--- src/rtl/add_pkg.sv ---
// Shared types and elaboration helpers for the multi-cycle adder/subtractor.
package add_pkg;

  typedef enum logic [1:0] {
    IDLE = 2'd0,
    RUN  = 2'd1,
    DONE = 2'd2
  } add_state_t;

  // Number of CHUNK-bit slices that make up one WIDTH-bit operand.
  function automatic int nchunk(input int width, input int chunk);
    return width / chunk;
  endfunction

  // Slice counter width; a single-slice build still keeps a 1-bit tie-off.
  function automatic int cnt_width(input int width, input int chunk);
    int n;
    n = width / chunk;
    return (n > 1) ? $clog2(n) : 1;
  endfunction

endpackage

--- src/rtl/add_slice.sv ---
// Combinational CHUNK-bit adder slice with carry in and carry out.
module add_slice #(
  parameter int CHUNK = 8
) (
  input  logic             cin,
  input  logic [CHUNK-1:0] a,
  input  logic [CHUNK-1:0] b,
  output logic [CHUNK-1:0] s,
  output logic             cout
);

  assign {cout, s} = {1'b0, a} + {1'b0, b} + {{CHUNK{1'b0}}, cin};

endmodule

--- src/rtl/add_seq.sv ---
// Multi-cycle WIDTH-bit adder/subtractor: one CHUNK-bit slice per clock,
// least significant slice first, carry registered between slices.
module add_seq
  import add_pkg::*;
#(
  parameter int WIDTH = 32,
  parameter int CHUNK = 8
) (
  input  logic             clk,
  input  logic             rst_n,
  input  logic             in_valid,
  output logic             in_ready,
  input  logic             SUB,
  input  logic             CYI,
  input  logic [WIDTH-1:0] OP_A,
  input  logic [WIDTH-1:0] OP_B,
  output logic             out_valid,
  input  logic             out_ready,
  output logic             CYO,
  output logic             OVF,
  output logic [WIDTH-1:0] SUM
);

  localparam int NCHUNK = nchunk(WIDTH, CHUNK);
  localparam int CNT_W  = cnt_width(WIDTH, CHUNK);
  localparam int SH_W   = $clog2(WIDTH) + 1;
  localparam logic [CNT_W-1:0] LAST       = CNT_W'(NCHUNK - 1);
  localparam logic [WIDTH-1:0] SLICE_MASK = WIDTH'({CHUNK{1'b1}});

  add_state_t       state, next_state;
  logic [WIDTH-1:0] a_r, b_r;
  logic             carry_r;
  logic [CNT_W-1:0] cnt;
  logic [SH_W-1:0]  shamt;
  logic [CHUNK-1:0] a_s, b_s, s;
  logic             c;
  logic             last;
  logic             accept;

  assign accept = (state == IDLE) && in_valid && in_ready;
  assign last   = (cnt == LAST);

  // Bit offset of the active slice; the operand slices are picked by shifting.
  assign shamt = SH_W'(cnt) * SH_W'(CHUNK);
  assign a_s   = CHUNK'(a_r >> shamt);
  assign b_s   = CHUNK'(b_r >> shamt);

  add_slice #(
    .CHUNK(CHUNK)
  ) u_slice (
    .cin (carry_r),
    .a   (a_s),
    .b   (b_s),
    .s   (s),
    .cout(c)
  );

  // State register.
  always_ff @(posedge clk or negedge rst_n) begin
    if (!rst_n) state <= IDLE;
    else        state <= next_state;
  end

  // Next-state logic.
  always_comb begin
    next_state = state;
    case (state)
      IDLE:    if (in_valid && in_ready) next_state = RUN;
      RUN:     if (last) next_state = DONE;
      DONE:    if (out_valid && out_ready) next_state = IDLE;
      default: next_state = IDLE;
    endcase
  end

  // Operand copies (B already inverted for subtraction); only loaded on accept.
  always_ff @(posedge clk) begin
    if (accept) begin
      a_r <= OP_A;
      b_r <= SUB ? ~OP_B : OP_B;
    end
  end

  // Slice sequencing, carry chain and registered result/handshake outputs.
  always_ff @(posedge clk or negedge rst_n) begin
    if (!rst_n) begin
      carry_r   <= 1'b0;
      cnt       <= '0;
      SUM       <= '0;
      CYO       <= 1'b0;
      OVF       <= 1'b0;
      out_valid <= 1'b0;
      in_ready  <= 1'b1;
    end else begin
      case (state)
        IDLE: begin
          if (in_valid && in_ready) begin
            carry_r  <= CYI;
            cnt      <= '0;
            in_ready <= 1'b0;
          end
        end
        RUN: begin
          SUM     <= (SUM & ~(SLICE_MASK << shamt)) | (WIDTH'(s) << shamt);
          carry_r <= c;
          if (last) begin
            CYO       <= c;
            // Overflow: operands share a sign that the result does not.
            OVF       <= (a_r[WIDTH-1] == b_r[WIDTH-1]) && (s[CHUNK-1] != a_r[WIDTH-1]);
            out_valid <= 1'b1;
          end else begin
            cnt <= cnt + CNT_W'(1);
          end
        end
        DONE: begin
          if (out_valid && out_ready) begin
            out_valid <= 1'b0;
            in_ready  <= 1'b1;
          end
        end
        default: ;
      endcase
    end
  end

endmodule

--- config.mk ---
export PLATFORM = sky130hd
export DESIGN_NAME = add_seq
export DESIGN_NICKNAME = d
export VERILOG_FILES = /design/src/rtl/add_pkg.sv /design/src/rtl/add_slice.sv /design/src/rtl/add_seq.sv
export SDC_FILE = /design/constraint.sdc
export NUM_CORES = 1
export LEC_CHECK = 0
export ABC_AREA = 1
export CAP_MARGIN = 0
export CORE_ASPECT_RATIO = 0.6
export CORE_MARGIN = 5
export CORE_UTILIZATION = 46
export CTS_CLUSTER_DIAMETER = 30
export DETAILED_ROUTE_END_ITERATION = 10
export GPL_TIMING_DRIVEN = 0
export PLACE_DENSITY_LB_ADDON = 0.05
export SKIP_LAST_GASP = 1
export SYNTH_ARGS = -nofsm -noshare
export SYNTH_HDL_FRONTEND = slang
export SYNTH_HIERARCHICAL = 1
export SYNTH_SLANG_ARGS = --single-unit
--- constraint.sdc ---
create_clock -name clk -period 2.3 [get_ports clk]
set_input_delay 0.23 -clock clk [delete_from_list [all_inputs] [get_ports clk]]
set_output_delay 0.23 -clock clk [all_outputs]
set_load 0.005 [all_outputs]
Word-level counts from Yosys, hierarchy flattened
Index checks and enable logic that the tools add are counted.
- bits in registers: 105
- bits in latches: 0
- bits in writable memories: 0
- memory bits (read-only): 0
- input port bits: 70
- output and inout port bits: 36
- logic and storage cells: 61
- memories: 0
- add/sub/neg operators: 3
- $mul: 0
- divide/modulo/power cells: 0
- $lt $le $gt $ge: 0
- equal/unequal tests: 9
- shifts and indexed selects: 4
- mux-type cells: 16
- bitwise operators: 4
- reductions and logical operators: 15
- operator list (kind ; number):
    32-bit NOT ; 2
    32-bit by 5-bit >> shifter with 8-bit output ; 2
    32-bit AND ; 1
    32-bit 2-to-1 mux ; 1
    32-bit OR ; 1
    8-bit by 5-bit left shift with 32-bit output ; 1
    8-bit by 5-bit left shift with 32-bit output (first input constant) ; 1
    3-bit AND reduction ; 4
    2-bit 2-to-1 mux ; 5
    8-bit by 8-bit adder with 9-bit output ; 1
    9-bit by 1-bit adder with 9-bit output ; 1
    2-bit inequality test (second input constant) ; 3
    1-bit case mux with 2 select lines ; 3
    2-bit case mux with 3 select lines ; 1
    2-bit nonzero test ; 3
    1-bit logical AND ; 5
    1-bit 2-to-1 mux ; 5
    2-bit == test (second input constant) ; 2
    2-bit case mux with 2 select lines ; 1
    2-bit AND reduction ; 2
    2-bit by 1-bit adder with 2-bit output (second input constant) ; 1
    2-bit by 1-bit == test with 1-bit output (second input constant) ; 1
    2-bit zero test ; 1
    2-bit by 1-bit inequality test with 1-bit output (second input constant) ; 1
    2 further kinds ; 2

Depth between registers and ports, before layout
- depth in word-level cells: 5
- mapped depth: 17
- gate-level depth less buffers: 16

Modules after synthesis
Netlist, hierarchy kept.
- modules (own cells, without submodules) (module ; instances ; cells an instance ; area each (um^2) ; sequential area each (um^2)):
    add_seq ; 1 ; 444 ; 4633.2 ; 2949.1
    add_slice ; 1 ; 59 ; 346.6 ; 0.0

Worst setup path before layout
Ideal clock, no wire load.
- path kind: register to register
- start point: reg cnt[0]
- end point: reg carry_r
- setup time: 0.116 ns
- arrival: 2.355 ns
- data required time: 2.184 ns
- path slack: -0.171 ns
- cell stages (with the launch flop): 18
- path buffers: 1
- clock period less this slack: 2.471 ns
- path through: dfrtp_1 inv_2 buf_2 nand2_1 o211ai_1 nand2_1 fa_1 fa_1 nand2_1 nand2_1 nand3b_1 nand2_1 nand2_1 nand2_1 nand3_1 nand2_1 nand2_1 nand2_1
- cells in the longest elaborated chain, start to end: 4
- elaborated cells on any way between the ends: 5
- those cells by class: add/sub (2); shift (2); mux (1)
- RTL lines (element ; line ; RTL):
    start, declared ; add_seq.sv:33 ; logic [CNT_W-1:0] cnt;
    start signal, assigned ; add_seq.sv:111 ; cnt <= cnt + CNT_W'(1);
    32-bit by 5-bit >> shifter with 8-bit output ; add_seq.sv:45 ; assign a_s = CHUNK'(a_r >> shamt);
    named net a_s[0] ; add_seq.sv:35 ; logic [CHUNK-1:0] a_s, b_s, s;
    8-bit by 8-bit adder with 9-bit output ; add_slice.sv:12 ; assign {cout, s} = {1'b0, a} + {1'b0, b} + {{CHUNK{1'b0}}, cin};
    9-bit by 1-bit adder with 9-bit output ; add_slice.sv:12 ;
    named net c ; add_seq.sv:36 ; logic c;
    1-bit case mux with 2 select lines ; add_seq.sv:94 ; case (state)
    end signal, assigned ; add_seq.sv:86 ; carry_r <= 1'b0;
    end signal, assigned ; add_seq.sv:97 ; carry_r <= CYI;
    end signal, assigned ; add_seq.sv:104 ; carry_r <= c;
    end, declared ; add_seq.sv:32 ; logic carry_r;
The timed path passes the listed nets, and every way through them passes these cells.
A chain may end at the register's enable or synchronous reset.

Worst setup path in the final report
- start point: reg cnt[0]
- end point: reg SUM[22]
- cells in the longest elaborated chain, start to end: 5
- elaborated cells on any way between the ends: 9
- those cells by class: add/sub (2); shift (4); bitwise (3)
- RTL lines (element ; line ; RTL):
    32-bit by 5-bit >> shifter with 8-bit output ; add_seq.sv:45 ;
    named net a_s[0] ; add_seq.sv:35 ;
    8-bit by 8-bit adder with 9-bit output ; add_slice.sv:12 ;
    9-bit by 1-bit adder with 9-bit output ; add_slice.sv:12 ;
    named net s[6] ; add_seq.sv:35 ;
    8-bit by 5-bit left shift with 32-bit output ; add_seq.sv:103 ; SUM <= (SUM & ~(SLICE_MASK << shamt)) | (WIDTH'(s) << shamt);
    32-bit OR ; add_seq.sv:103 ;
    end signal, assigned ; add_seq.sv:103 ;
    end, declared ; add_seq.sv:21 ; output logic [WIDTH-1:0] SUM
The timed path passes the listed nets, and every way through them passes these cells.

==> metrics list <==
- The clock arrives with 0.00872 ns of skew.
- In the global route stage, overall resource usage came out at 0.193.
* Routed via count divided by cell count: 4.94
* Die Span X: 144 microns
- In this design, the critical path's most frequently occurring cell is nand2_2.
- Summed over all cells, the static leakage comes to 0.00307 uW.
- Startpoint of the worst-slack reg-to-reg timing path: cnt[0]
- First DRT Iteration DRCs: 264
- The worst register-to-register path ends at SUM[22].
- The share of the Yosys chip area taken by registers is 0.592.
* Clk pin slew, worst setup/hold paths: 0.07 ns
- Number of global-route vias before repair: 3722
- Antenna diodes: 0
- Max Slew Vio Count: 0
- The worst setup path is captured at a flop.
* Area fraction of the dominant cell type after synthesis: 0.386
* Fin. Hold Viols: 0
- CP Launch Type: flop
* Max-cap viol count: 0
* Total vias in the final route: 3866
* Wire length of the first global-routing pass: 19.4 mm
* Gate count of the mapped netlist: 503
- Highest-delay cell along the critical path: dfrtp_2
- Measured along the y axis, the die boundary spans 90.6 microns.
* Total half-perimeter wirelength after legalization and detailed placement: 8.92 mm
* Signed area change from the synthesized netlist to the final layout: 40.0%
- Actual transition at the worst max-transition pin: 0.891 ns
- Dividing the detail-routed wire length by the instance count gives 16.0 microns.
* Later-pin clock latency in the skew report: 0.35 ns
- Worst r2r path cells: 17
* Final weighted congestion in routability-driven placement: 0.841
* Placed Instances: 746
- By area the synthesized netlist is led by edfxtp_1 39%, dfrtp_1 20%, nand2_1 13%, xor2_1 6.0%, o21ai_0 4.3%.
- Crit Path Class: flop to flop
- Of the cells placed in the final design, the portion with a size suffix greater than 1 is 0.196.
* Count of buffers from port buffering: 104
- The checks that failed: setup timing.
- Drt total wl: 12.6 mm
- In the finished design, the share of the clock period the worst path needs comes to 1.14.
- Net count after synthesis: 586
- Core region area: 0.0106 sq mm
* Maximum number of pins on one net before global-route repair: 42
- Hold timing on the final database bottoms out at a slack of 0.00511 ns.
* Critical path's largest stage delay: 0.48 ns
- The path class of the tightest hold or removal check is input port to async pin.
- Data required time at the worst endpoint: 2.54 ns
- In the routed design, unresolved DRC markers number 0.
* Mean instance size in the synthesized netlist: 9.90 sq um
* Worst Path Arrival: 2.86 ns
- Worst VDD drop: 0.400 mV
* TritonCTS buffer count: 9
- Synthesis inferred 105 register bits.
- Before antenna repair, the detailed router went through 5 iterations.
- Result of the run: complete, but fails checks
* Top-Level Pins: 106
* Unrepaired setup endpoints after global routing: yes
- Netlist area before placement: 0.00498 sq mm
* Critical path fanouts, max: 5
* Worst path setup slack after routing: -0.326 ns
* Setup violators final: 23
- Count of nets left with antenna violations after detail routing: 0
- The worst register-to-register path has a setup slack of -0.33 ns.
* Final cell count without fillers: 783
* Clock period minus worst slack: 2.63 ns
- Maximum frequency from static timing analysis: 381 MHz
- The initial antenna violation count came to 0.
- After the last flow step, the layout net total stands at 722.
- Relative slew slack: 0.406
- Ratio of total power to cell area: 529 mW/mm^2
* Initial standard-cell utilization of the core: 0.472
* Clock Tree Root: clkbuf_16
* Clock tree from TritonCTS: yes
- For this run the aggregate overflow at the end of global routing stands at 0.
- The H-tree generated during clock tree synthesis spans 3 levels.
* Synth area leader: edfxtp_1
* Area enclosed by the die boundary: 0.0131 sq mm
* Core Rows: 29
- Yosys synthesis warning count: 6
- Maximum root-to-sink buffer count: 2
* Ordered list of cells on the worst path: inv_4 -> buf_8 -> nand2_2 -> o211ai_1 -> nand2_2 -> fa_2 -> fa_2 -> nand2_2 -> nand2_2 -> nand3b_1 -> nand2_2 -> nand2_2 -> nand2_2 -> inv_2 -> nor2_4 -> nand2_1 -> nand2_1
* Number of clock sinks seen by CTS: 105
- Distinct cell type count after synthesis: 27
==> critical path: cells and delay by family, from the launching register on <==
family | cells | cell delay, ns
fa+ha+maj | 2 | 0.75
compound gates | 1 | 0.08
simple gates | 11 | 0.88
buf+inv | 3 | 0.32
flops | 1 | 0.48
==> cell families after synthesis <==
| family | Yosys count | synth area share |
|---|---|---|
| and+or+nand+nor | 204 | 0.164 |
| DFF | 105 | 0.592 |
| adders and majority gates | 13 | 0.0357 |
| buffers and inverters | 78 | 0.0691 |
| xor gates and xnor gates | 35 | 0.0616 |
| AOI/OAI and AO/OA | 68 | 0.0774 |
==> registers in the layout (all words and copies together) (netlist names) <==
signal and cells:
CYO 1, OVF 1, SUM 32, a_r 32, b_r 32, carry_r 1
cnt 2, in_ready 1, out_valid 1, state 2
==> where the power goes <==
part,internal [uW],total (uW),switching (uW)
registers,2010,2010,0
clock network,760,1480,722
logic,126,194,68.1
total,2900,3690,790
==> routing by layer <==
layer / share of wire / GRT usage / vias to the layer above
li1: - / - / 1897
met3: 0.072 / 0.0455 / 13
met4: 0.0095 / 0.0326 / 0
met2: 0.42 / 0.273 / 127
met1: 0.50 / 0.304 / 1829
met5: 0 / 0 / -
==> how the worst max path moves through the flow <==
stage / slack (ns) / start / cells after the start / endpoint
floorplan: 0.003 / cnt[0] / 16 / carry_r
global placement: -0.39 / in_valid / 5 / a_r[7]
detailed placement: -0.46 / cnt[0] / 14 / SUM[4]
CTS: -0.30 / cnt[0] / 17 / SUM[6]
global route: -0.45 / cnt[0] / 16 / SUM[22]
finish: -0.33 / cnt[0] / 17 / SUM[22]
==> layout by cell type (no fill, tap or decap), types with 2 or more instances in the layout <==
cell             count
a21oi_1              2
buf_2                3
buf_4               23
buf_6                7
buf_8                6
clkbuf_16            9
clkdlybuf4s50_1    103
clkinvlp_4           3
dfrtp_1             38
dfrtp_2              2
edfxtp_1            64
fa_2                 2
ha_1                 5
ha_4                 6
inv_1               50
inv_2                6
inv_4                2
inv_6                3
inv_8                2
nand2_1            137
nand2_2             31
nand2_4              2
nand3_1             12
nand3_2              2
nand4_1              2
nor2_1               9
nor2_2               4
nor2_4               3
o211ai_1            18
o21ai_0             32
o21ai_1             12
o21ai_2              3
xor2_1              32
==> timing repair <==
item	4_1_cts	5_1_grt
endpoints found under the hold margin	0	0
gates cloned	1	0
resized for setup	48	47
pin swaps	25	26
endpoints found under the setup margin	95	31
setup buffers	10	11
hold buffers	0	0
==> metrics by stage <==
step | setup WS (ns) | area, sq um | TNS [ns] | total power, uW | utilization
2_1_floorplan | 0.00346 | 5000 | 0 | 2100 | -
3_3_place_gp | -0.390 | 6220 | -29.37 | 2240 | 0.589
3_5_place_dp | -0.459 | 6210 | -33.67 | 2250 | 0.588
4_1_cts | -0.299 | 6750 | -2.99 | 3710 | 0.640
5_1_grt | -0.455 | 6970 | -7.57 | 3800 | 0.660
6_report | -0.326 | 6970 | -3.93 | 3690 | 0.660
==> synth_stat cells, drive strengths merged <==
library cell and instances:
nand2 170, fa 2, inv 59, or2 1, nand3b 1, nand3 14
xor2 34, nand4 2, dfstp 1, buf 18, xnor2 1, dfrtp 40
ha 11, nor2 16, a21oi 3, o21ai 47, o211ai 18, edfxtp 64
clkbuf 1
==> final cells by class <==
class	instances	area [sq um]
fill	827	3590
sequential	105	2950
multi-input combinational	320	1930
timing repair buffer	124	1200
inverter	59	230
clock buffer	9	225
buffer	19	188
tap	139	174
clock inverter	7	61.3
timing repair inverter	1	7.51
(Power assumes the default switching activity.)
